File: src/rtl/id_ex_stage_if.sv
// ID->EX boundary bundle: decode fields, register data, result bypasses and flush in;
// stall, registered EX bundle and bubble statistics out.
interface id_ex_stage_if #(
  parameter int CTRL_W = 12,
  parameter int CNT_W  = 16
);
  logic              IdValid;
  logic [4:0]        IdRsAddr;
  logic [4:0]        IdRtAddr;
  logic [4:0]        IdRdAddr;
  logic [31:0]       IdImm;
  logic [CTRL_W-1:0] IdCtrl;
  logic              IdMemRead;
  logic              IdRegWrite;
  logic [31:0]       RegARdData;
  logic [31:0]       RegBRdData;
  logic [4:0]        ExMemWrAddr;
  logic [31:0]       ExMemWrData;
  logic              ExMemRegWrite;
  logic [4:0]        MemWbWrAddr;
  logic [31:0]       MemWbWrData;
  logic              MemWbRegWrite;
  logic              Flush;
  logic              Stall;
  logic              ExValid;
  logic [31:0]       ExRsData;
  logic [31:0]       ExRtData;
  logic [4:0]        ExRtAddr;
  logic [4:0]        ExRdAddr;
  logic [31:0]       ExImm;
  logic [CTRL_W-1:0] ExCtrl;
  logic              ExMemRead;
  logic              ExRegWrite;
  logic [CNT_W-1:0]  BubbleCount;

  modport master (
    output IdValid, IdRsAddr, IdRtAddr, IdRdAddr, IdImm, IdCtrl, IdMemRead, IdRegWrite,
           RegARdData, RegBRdData, ExMemWrAddr, ExMemWrData, ExMemRegWrite,
           MemWbWrAddr, MemWbWrData, MemWbRegWrite, Flush,
    input  Stall, ExValid, ExRsData, ExRtData, ExRtAddr, ExRdAddr, ExImm, ExCtrl,
           ExMemRead, ExRegWrite, BubbleCount
  );

  modport slave (
    input  IdValid, IdRsAddr, IdRtAddr, IdRdAddr, IdImm, IdCtrl, IdMemRead, IdRegWrite,
           RegARdData, RegBRdData, ExMemWrAddr, ExMemWrData, ExMemRegWrite,
           MemWbWrAddr, MemWbWrData, MemWbRegWrite, Flush,
    output Stall, ExValid, ExRsData, ExRtData, ExRtAddr, ExRdAddr, ExImm, ExCtrl,
           ExMemRead, ExRegWrite, BubbleCount
  );
endinterface

File: src/rtl/id_ex_stage.sv
// ID/EX pipeline register with operand bypass muxes, load-use stall detection
// (one bubble per load) and a saturating bubble counter.
module id_ex_stage #(
  parameter int CTRL_W = 12,
  parameter int CNT_W  = 16
) (
  input  logic         Clk,
  input  logic         Rst_n,
  id_ex_stage_if.slave bus
);

  typedef enum logic {RUN, HOLD} state_t;

  state_t            r_state;
  logic              r_ex_valid;
  logic [31:0]       r_ex_rs_data;
  logic [31:0]       r_ex_rt_data;
  logic [4:0]        r_ex_rt_addr;
  logic [4:0]        r_ex_rd_addr;
  logic [31:0]       r_ex_imm;
  logic [CTRL_W-1:0] r_ex_ctrl;
  logic              r_ex_mem_read;
  logic              r_ex_reg_write;
  logic [CNT_W-1:0]  r_bubble_cnt;

  logic [31:0]       w_op_a;
  logic [31:0]       w_op_b;
  logic              w_hazard;
  logic              w_stall;
  logic              w_bubble;

  // Register 0 reads as zero; the younger EX/MEM result beats MEM/WB.
  function automatic logic [31:0] fwd_sel(
    input logic [4:0]  addr,
    input logic [31:0] rf_data,
    input logic        exm_we,
    input logic [4:0]  exm_addr,
    input logic [31:0] exm_data,
    input logic        mwb_we,
    input logic [4:0]  mwb_addr,
    input logic [31:0] mwb_data
  );
    if (addr == 5'd0)                       return 32'd0;
    else if (exm_we && (exm_addr == addr))  return exm_data;
    else if (mwb_we && (mwb_addr == addr))  return mwb_data;
    else                                    return rf_data;
  endfunction

  always_comb begin
    w_op_a = fwd_sel(bus.IdRsAddr, bus.RegARdData, bus.ExMemRegWrite, bus.ExMemWrAddr,
                     bus.ExMemWrData, bus.MemWbRegWrite, bus.MemWbWrAddr, bus.MemWbWrData);
    w_op_b = fwd_sel(bus.IdRtAddr, bus.RegBRdData, bus.ExMemRegWrite, bus.ExMemWrAddr,
                     bus.ExMemWrData, bus.MemWbRegWrite, bus.MemWbWrAddr, bus.MemWbWrData);
  end

  assign w_hazard = r_ex_valid && r_ex_mem_read && (r_ex_rt_addr != 5'd0) && bus.IdValid &&
                    ((r_ex_rt_addr == bus.IdRsAddr) || (r_ex_rt_addr == bus.IdRtAddr));
  // HOLD masks the hazard so a single load never costs more than one bubble.
  assign w_stall  = w_hazard && !bus.Flush && (r_state == RUN);
  assign w_bubble = bus.Flush || w_stall;

  always_ff @(posedge Clk or negedge Rst_n) begin
    if (!Rst_n) begin
      r_state <= RUN;
    end else if (bus.Flush) begin
      r_state <= RUN;
    end else if (w_stall) begin
      r_state <= HOLD;
    end else begin
      r_state <= RUN;
    end
  end

  always_ff @(posedge Clk or negedge Rst_n) begin
    if (!Rst_n) begin
      r_ex_valid     <= 1'b0;
      r_ex_rs_data   <= '0;
      r_ex_rt_data   <= '0;
      r_ex_rt_addr   <= '0;
      r_ex_rd_addr   <= '0;
      r_ex_imm       <= '0;
      r_ex_ctrl      <= '0;
      r_ex_mem_read  <= 1'b0;
      r_ex_reg_write <= 1'b0;
    end else if (w_bubble) begin
      r_ex_valid     <= 1'b0;
      r_ex_rs_data   <= '0;
      r_ex_rt_data   <= '0;
      r_ex_rt_addr   <= '0;
      r_ex_rd_addr   <= '0;
      r_ex_imm       <= '0;
      r_ex_ctrl      <= '0;
      r_ex_mem_read  <= 1'b0;
      r_ex_reg_write <= 1'b0;
    end else begin
      r_ex_valid     <= bus.IdValid;
      r_ex_rs_data   <= w_op_a;
      r_ex_rt_data   <= w_op_b;
      r_ex_rt_addr   <= bus.IdRtAddr;
      r_ex_rd_addr   <= bus.IdRdAddr;
      r_ex_imm       <= bus.IdImm;
      r_ex_ctrl      <= bus.IdValid ? bus.IdCtrl : '0;
      r_ex_mem_read  <= bus.IdValid && bus.IdMemRead;
      r_ex_reg_write <= bus.IdValid && bus.IdRegWrite;
    end
  end

  always_ff @(posedge Clk or negedge Rst_n) begin
    if (!Rst_n) begin
      r_bubble_cnt <= '0;
    end else if (w_bubble && (r_bubble_cnt != {CNT_W{1'b1}})) begin
      r_bubble_cnt <= r_bubble_cnt + 1'b1;
    end
  end

  assign bus.Stall       = w_stall;
  assign bus.ExValid     = r_ex_valid;
  assign bus.ExRsData    = r_ex_rs_data;
  assign bus.ExRtData    = r_ex_rt_data;
  assign bus.ExRtAddr    = r_ex_rt_addr;
  assign bus.ExRdAddr    = r_ex_rd_addr;
  assign bus.ExImm       = r_ex_imm;
  assign bus.ExCtrl      = r_ex_ctrl;
  assign bus.ExMemRead   = r_ex_mem_read;
  assign bus.ExRegWrite  = r_ex_reg_write;
  assign bus.BubbleCount = r_bubble_cnt;

endmodule

File: src/flat_wrapper.sv
// flat-port wrapper written by rule: the top's interface ports become plain ports
module id_ex_stage_flat 
#(
  parameter int CTRL_W = 12,
  parameter int CNT_W  = 16
)
  (Clk, Rst_n, bus_IdValid, bus_IdRsAddr, bus_IdRtAddr, bus_IdRdAddr, bus_IdImm, bus_IdCtrl, bus_IdMemRead, bus_IdRegWrite, bus_RegARdData, bus_RegBRdData, bus_ExMemWrAddr, bus_ExMemWrData, bus_ExMemRegWrite, bus_MemWbWrAddr, bus_MemWbWrData, bus_MemWbRegWrite, bus_Flush, bus_Stall, bus_ExValid, bus_ExRsData, bus_ExRtData, bus_ExRtAddr, bus_ExRdAddr, bus_ExImm, bus_ExCtrl, bus_ExMemRead, bus_ExRegWrite, bus_BubbleCount);
  id_ex_stage_if #(.CTRL_W(CTRL_W), .CNT_W(CNT_W)) bus_i ();
  input  logic Clk;
  input  logic Rst_n;
  input wire logic [$bits(bus_i.IdValid)-1:0] bus_IdValid;
  input wire logic [$bits(bus_i.IdRsAddr)-1:0] bus_IdRsAddr;
  input wire logic [$bits(bus_i.IdRtAddr)-1:0] bus_IdRtAddr;
  input wire logic [$bits(bus_i.IdRdAddr)-1:0] bus_IdRdAddr;
  input wire logic [$bits(bus_i.IdImm)-1:0] bus_IdImm;
  input wire logic [$bits(bus_i.IdCtrl)-1:0] bus_IdCtrl;
  input wire logic [$bits(bus_i.IdMemRead)-1:0] bus_IdMemRead;
  input wire logic [$bits(bus_i.IdRegWrite)-1:0] bus_IdRegWrite;
  input wire logic [$bits(bus_i.RegARdData)-1:0] bus_RegARdData;
  input wire logic [$bits(bus_i.RegBRdData)-1:0] bus_RegBRdData;
  input wire logic [$bits(bus_i.ExMemWrAddr)-1:0] bus_ExMemWrAddr;
  input wire logic [$bits(bus_i.ExMemWrData)-1:0] bus_ExMemWrData;
  input wire logic [$bits(bus_i.ExMemRegWrite)-1:0] bus_ExMemRegWrite;
  input wire logic [$bits(bus_i.MemWbWrAddr)-1:0] bus_MemWbWrAddr;
  input wire logic [$bits(bus_i.MemWbWrData)-1:0] bus_MemWbWrData;
  input wire logic [$bits(bus_i.MemWbRegWrite)-1:0] bus_MemWbRegWrite;
  input wire logic [$bits(bus_i.Flush)-1:0] bus_Flush;
  output wire logic [$bits(bus_i.Stall)-1:0] bus_Stall;
  output wire logic [$bits(bus_i.ExValid)-1:0] bus_ExValid;
  output wire logic [$bits(bus_i.ExRsData)-1:0] bus_ExRsData;
  output wire logic [$bits(bus_i.ExRtData)-1:0] bus_ExRtData;
  output wire logic [$bits(bus_i.ExRtAddr)-1:0] bus_ExRtAddr;
  output wire logic [$bits(bus_i.ExRdAddr)-1:0] bus_ExRdAddr;
  output wire logic [$bits(bus_i.ExImm)-1:0] bus_ExImm;
  output wire logic [$bits(bus_i.ExCtrl)-1:0] bus_ExCtrl;
  output wire logic [$bits(bus_i.ExMemRead)-1:0] bus_ExMemRead;
  output wire logic [$bits(bus_i.ExRegWrite)-1:0] bus_ExRegWrite;
  output wire logic [$bits(bus_i.BubbleCount)-1:0] bus_BubbleCount;
  assign bus_i.IdValid = bus_IdValid;
  assign bus_i.IdRsAddr = bus_IdRsAddr;
  assign bus_i.IdRtAddr = bus_IdRtAddr;
  assign bus_i.IdRdAddr = bus_IdRdAddr;
  assign bus_i.IdImm = bus_IdImm;
  assign bus_i.IdCtrl = bus_IdCtrl;
  assign bus_i.IdMemRead = bus_IdMemRead;
  assign bus_i.IdRegWrite = bus_IdRegWrite;
  assign bus_i.RegARdData = bus_RegARdData;
  assign bus_i.RegBRdData = bus_RegBRdData;
  assign bus_i.ExMemWrAddr = bus_ExMemWrAddr;
  assign bus_i.ExMemWrData = bus_ExMemWrData;
  assign bus_i.ExMemRegWrite = bus_ExMemRegWrite;
  assign bus_i.MemWbWrAddr = bus_MemWbWrAddr;
  assign bus_i.MemWbWrData = bus_MemWbWrData;
  assign bus_i.MemWbRegWrite = bus_MemWbRegWrite;
  assign bus_i.Flush = bus_Flush;
  assign bus_Stall = bus_i.Stall;
  assign bus_ExValid = bus_i.ExValid;
  assign bus_ExRsData = bus_i.ExRsData;
  assign bus_ExRtData = bus_i.ExRtData;
  assign bus_ExRtAddr = bus_i.ExRtAddr;
  assign bus_ExRdAddr = bus_i.ExRdAddr;
  assign bus_ExImm = bus_i.ExImm;
  assign bus_ExCtrl = bus_i.ExCtrl;
  assign bus_ExMemRead = bus_i.ExMemRead;
  assign bus_ExRegWrite = bus_i.ExRegWrite;
  assign bus_BubbleCount = bus_i.BubbleCount;
  id_ex_stage #(.CTRL_W(CTRL_W), .CNT_W(CNT_W)) u_core (.Clk(Clk), .Rst_n(Rst_n), .bus(bus_i));
endmodule
File: config.mk
export PLATFORM = sky130hd
export DESIGN_NAME = id_ex_stage_flat
export DESIGN_NICKNAME = d
export VERILOG_FILES = /design/src/rtl/id_ex_stage_if.sv /design/src/rtl/id_ex_stage.sv /design/src/flat_wrapper.sv
export SDC_FILE = /design/constraint.sdc
export NUM_CORES = 1
export LEC_CHECK = 0
export ABC_AREA = 1
export BUFFER_PORTS_ARGS = -buffer_cell sky130_fd_sc_hd__buf_2
export CORE_AREA = 2 2 134 136
export DETAILED_ROUTE_END_ITERATION = 16
export DIE_AREA = 0 0 136 138
export PLACE_DENSITY = 0.77
export SLEW_MARGIN = 20
export SYNTH_ARGS = -nofsm -noshare
export SYNTH_HDL_FRONTEND = slang
export SYNTH_SLANG_ARGS = --single-unit
export TNS_END_PERCENT = 1
File: constraint.sdc
create_clock -name Clk -period 3.5 [get_ports Clk]
set_clock_uncertainty 0.15 [all_clocks]
set_input_delay 0.175 -clock Clk [delete_from_list [all_inputs] [get_ports Clk]]
set_output_delay 0.175 -clock Clk [all_outputs]
set_load 0.05 [all_outputs]
==> results.json <==
{
  "status": "finished, final reports clean",
  "num_io_pins": 343,
  "syn_to_final_growth_pct": 63.9,
  "global_route.overflow_total": 0,
  "vdd.ir_drop.worst_mv": 0.319,
  "num_vias": 9220,
  "design_area_um2": 11800,
  "yosysSeqAreaShare_pct": 47.9,
  "synthDominantAreaCellType": "dfrtp_1",
  "cap_viol_max_count": 0,
  "setup-violations-final": 0,
  "cts_buffer_depth": 2,
  "synth_top_area_share_pct": 47.9,
  "worstPathRequired_ns": 3.70,
  "final_layout_size_suffix_gt1_share_pct": 27.2,
  "synth.yosys.warnings": 0,
  "tritoncts_clock_tree": "yes",
  "initial_antenna_violation_count": 11,
  "wl_per_cell_um": 17.6,
  "power.share.switching_pct": 35.2,
  "worst_pin_slew_ns": 0.776,
  "syn-cell-area_um2": 7200,
  "finalHoldViolCount": 0,
  "endpoint_type_of_the_worst_setup_path": "register",
  "slew_viol_final": 0,
  "dpl_worst_slack_ns": 1.26,
  "setup-tns-final_ns": 0,
  "numClockSinks": 138,
  "cts_post_setup_buffers_inserted": 0,
  "hold_depth": 5,
  "detailed_place.area_um2": 8940,
  "p_clk_share_pct": 36.7,
  "cp_slowest_stage_delay_ns": 0.57,
  "detail-route-antenna-nets": 0,
  "timing.slew.headroom_pct": 48.3,
  "insertion_delay_ns": 0.42,
  "route.final.wire_length_um": 30600,
  "slowest_stage": "dlygate4sd3_1",
  "cts_made_buffers": 17,
  "drcViolationCount": 0,
  "cellLeakagePower_nw": 6.60,
  "timing.final.ws_setup_ns": 0.141,
  "crit_path_cell_trace": "dlygate4sd3_1, buf_2, inv_2, nand2_1, o21ai_1, nor2_2, buf_4, nand4_1, nand3_1, dlygate4sd3_1, nand2_1, dlygate4sd3_1, nor2_1",
  "fin_crit_sh_pct": 96.0,
  "y_dimension_of_the_die_um": 138,
  "reported_net_switching_power_w": 0.00174,
  "htree_levels": 4,
  "critPathLaunchType": "input pin",
  "synth.ff_latch_count": 138,
  "seqPwrFrac_pct": 36.0,
  "gpl.final_weighted_congestion": 0.940,
  "crit_arrival_ns": 3.56,
  "worstReg2RegEnd": "u_core.bus.ExCtrl[3]$_DFF_PN0_",
  "synth_cells": 947,
  "cp_max_fo": 23,
  "root_buffer": "clkbuf_16",
  "grt_pass1_vias": 9310,
  "worst_hold_path.endpoint": "u_core.bus.ExRtData[13]$_DFF_PN0_",
  "n_fill_cell": 1293,
  "postCtsResizedCells": 0,
  "criticalPathCategory": "input pin to register",
  "critPathMostFrequentCell": "dlygate4sd3_1",
  "portBuffers": 342,
  "grt_max_degree": 84,
  "ys_top_cells_by_area": "dfrtp_1, nand2_1, nor2_1",
  "first_pass_grt_wire_length_um": 47100,
  "period_minus_slack_ns": 3.36,
  "average_cell_area_after_synthesis_um2": 7.60,
  "clkSlewWorstSetupHoldPaths_ns": 0.07,
  "routed_via_density": 5.28,
  "ff2ff_path_depth": 10,
  "hold_path.startpoint": "bus_ExMemWrData[13]",
  "nets": 1699,
  "floorplan.core_area_um2": 17500,
  "rsz_0062_raised_after_global_routing": "no",
  "syn-num-nets": 1153,
  "r2r_start": "u_core.bus.ExRtAddr[1]$_DFF_PN0_",
  "drt_first_pass_iters": 6,
  "clock.fmax_mhz": 298,
  "floorplan.die_area_um2": 18800,
  "initial_utilization_pct": 41.1,
  "num_rows": 49,
  "ff2ff_setup_slack_ns": 1.23,
  "gr-usage-all-layers_pct": 32.0,
  "hpwl_um": 17900,
  "most_frequent_cells_in_the_layout": "buf_2, nand2_1, dlygate4sd3_1",
  "synth_cell_type_count": 28,
  "leading_cell_type_in_the_layout_fill_and_taps_excluded": "buf_2",
  "floorplan.die.width_um": 136,
  "hold_removal_path_class": "input pin to register",
  "combPwrFrac_pct": 27.3,
  "p_per_cell_area_nw_per_um2": 417,
  "worst_hold_check_slack_ns": 0.0283,
  "cell_internal_pwr_w": 0.00319,
  "drt_iter0_drc": 837
}
area by class of cell:
type	count	area [um^2]	area share (%)
timing repair buffer	580	4080	34.6
sequential	138	3450	29.3
multi-input combinational	651	2980	25.3
clock buffer	17	425	3.60
inverter	105	394	3.34
tap	229	287	2.43
clock inverter	15	156	1.32
antenna	10	25.0	0.212
metrics by stage:
| step | instances | utilization, % | total power [W] |
|---|---|---|---|
| after floorplan | 947 | - | 0.00250 |
| after global placement | 1477 | 51.0 | 0.00285 |
| after detailed placement | 1477 | 51.0 | 0.00286 |
| after CTS | 1734 | 67.1 | 0.00489 |
| after global routing | 1743 | 67.3 | 0.00511 |
| final | 1745 | 67.3 | 0.00492 |
per-layer routing:
| layer | up-vias | routed length (um) | GRT usage [%] | share of wire, % |
|---|---|---|---|---|
| met3 | 201 | 3490 | 10.3 | 11 |
| met1 | 4214 | 10300 | 34.7 | 34 |
| met2 | 721 | 14500 | 52.6 | 47 |
| met5 | - | 27 | 0 | 0.088 |
| met4 | 4 | 2250 | 22.2 | 7.4 |
| li1 | 4080 | - | - | - |
power groups by stage:
| stage | Clock [W] | Combinational [W] | Sequential (W) |
|---|---|---|---|
| after floorplan | 0 | 0.000332 | 0.00217 |
| after global placement | 0 | 0.00105 | 0.00180 |
| after detailed placement | 0 | 0.00106 | 0.00180 |
| after CTS | 0.00183 | 0.00129 | 0.00177 |
| after global routing | 0.00190 | 0.00142 | 0.00179 |
| final | 0.00181 | 0.00134 | 0.00177 |
worst max-delay path: cells and delay by family:
kind                   cells  cell delay, ns
buffers and inverters      6            2.29
AND/OR/NAND/NOR            6            1.00
AO/OA/AOI/OAI              1            0.06
flip-flops by register name (all words and copies together), names as in the netlist:
register	count
u_core.bus.ExImm	32
u_core.bus.ExRsData	32
u_core.bus.ExRtData	32
u_core.bus.BubbleCount	16
u_core.bus.ExCtrl	12
u_core.bus.ExRdAddr	5
u_core.bus.ExRtAddr	5
u_core.bus.ExMemRead	1
u_core.bus.ExRegWrite	1
u_core.bus.ExValid	1
u_core.r_state	1
worst max path at each step:
| stage | startpoint | to | slack (ns) | cells after the start |
|---|---|---|---|---|
| after global routing | bus_IdRtAddr[0] | u_core.bus.ExRtData[10]$_DFF_PN0_ | 0.02 | 13 |
| after floorplan | u_core.bus.BubbleCount[0]$_DFFE_PN0P_ | u_core.bus.BubbleCount[6]$_DFFE_PN0P_ | 1.43 | 8 |
| after CTS | bus_IdRtAddr[1] | u_core.bus.ExRtData[5]$_DFF_PN0_ | 0.21 | 12 |
| final | bus_IdRtAddr[0] | u_core.bus.ExRtData[10]$_DFF_PN0_ | 0.14 | 13 |
| after detailed placement | bus_IdValid | u_core.bus.ExRegWrite$_DFF_PN0_ | 1.26 | 9 |
| after global placement | u_core.bus.ExRtAddr[0]$_DFF_PN0_ | u_core.bus.ExRtAddr[0]$_DFF_PN0_ | 1.29 | 9 |
logic make-up (layout without fill, tap and decap cells):
| kind of cell | after synthesis | after routing | share of synthesized area [%] |
|---|---|---|---|
| other cells | 0 | 10 | 0 |
| fa+ha+maj | 1 | 1 | 0.174 |
| xor+xnor | 20 | 20 | 2.43 |
| compound gates | 16 | 16 | 1.23 |
| flops | 138 | 138 | 47.9 |
| buf+inv | 159 | 717 | 10.9 |
| simple gates | 613 | 614 | 37.3 |
synth_stat cells:
| library cell | n |
|---|---|
| inv_1 | 97 |
| dfrtp_1 | 138 |
| xnor2_1 | 7 |
| o21ai_1 | 2 |
| nand3_2 | 2 |
| nand2_2 | 1 |
| ha_1 | 1 |
| o211ai_1 | 2 |
| buf_4 | 13 |
| buf_2 | 22 |
| inv_2 | 8 |
| o22ai_1 | 3 |
| nor2_2 | 2 |
| nor3_1 | 4 |
| xor2_1 | 13 |
| buf_6 | 15 |
| clkbuf_1 | 4 |
| o21ai_0 | 6 |
| nor3b_4 | 1 |
| nand2_1 | 289 |
| nand3_4 | 2 |
| nor2_1 | 150 |
| a21oi_1 | 3 |
| nand4_1 | 69 |
| nand2_4 | 2 |
| nand3_1 | 89 |
| nor3_4 | 1 |
| nor3_2 | 1 |
what timing repair did:
item                                   CTS  global route
endpoints found under the hold margin  203             0
setup endpoints to repair                0             5
hold buffers                           225             0
No activity file was read; power rests on OpenSTA's default activity.
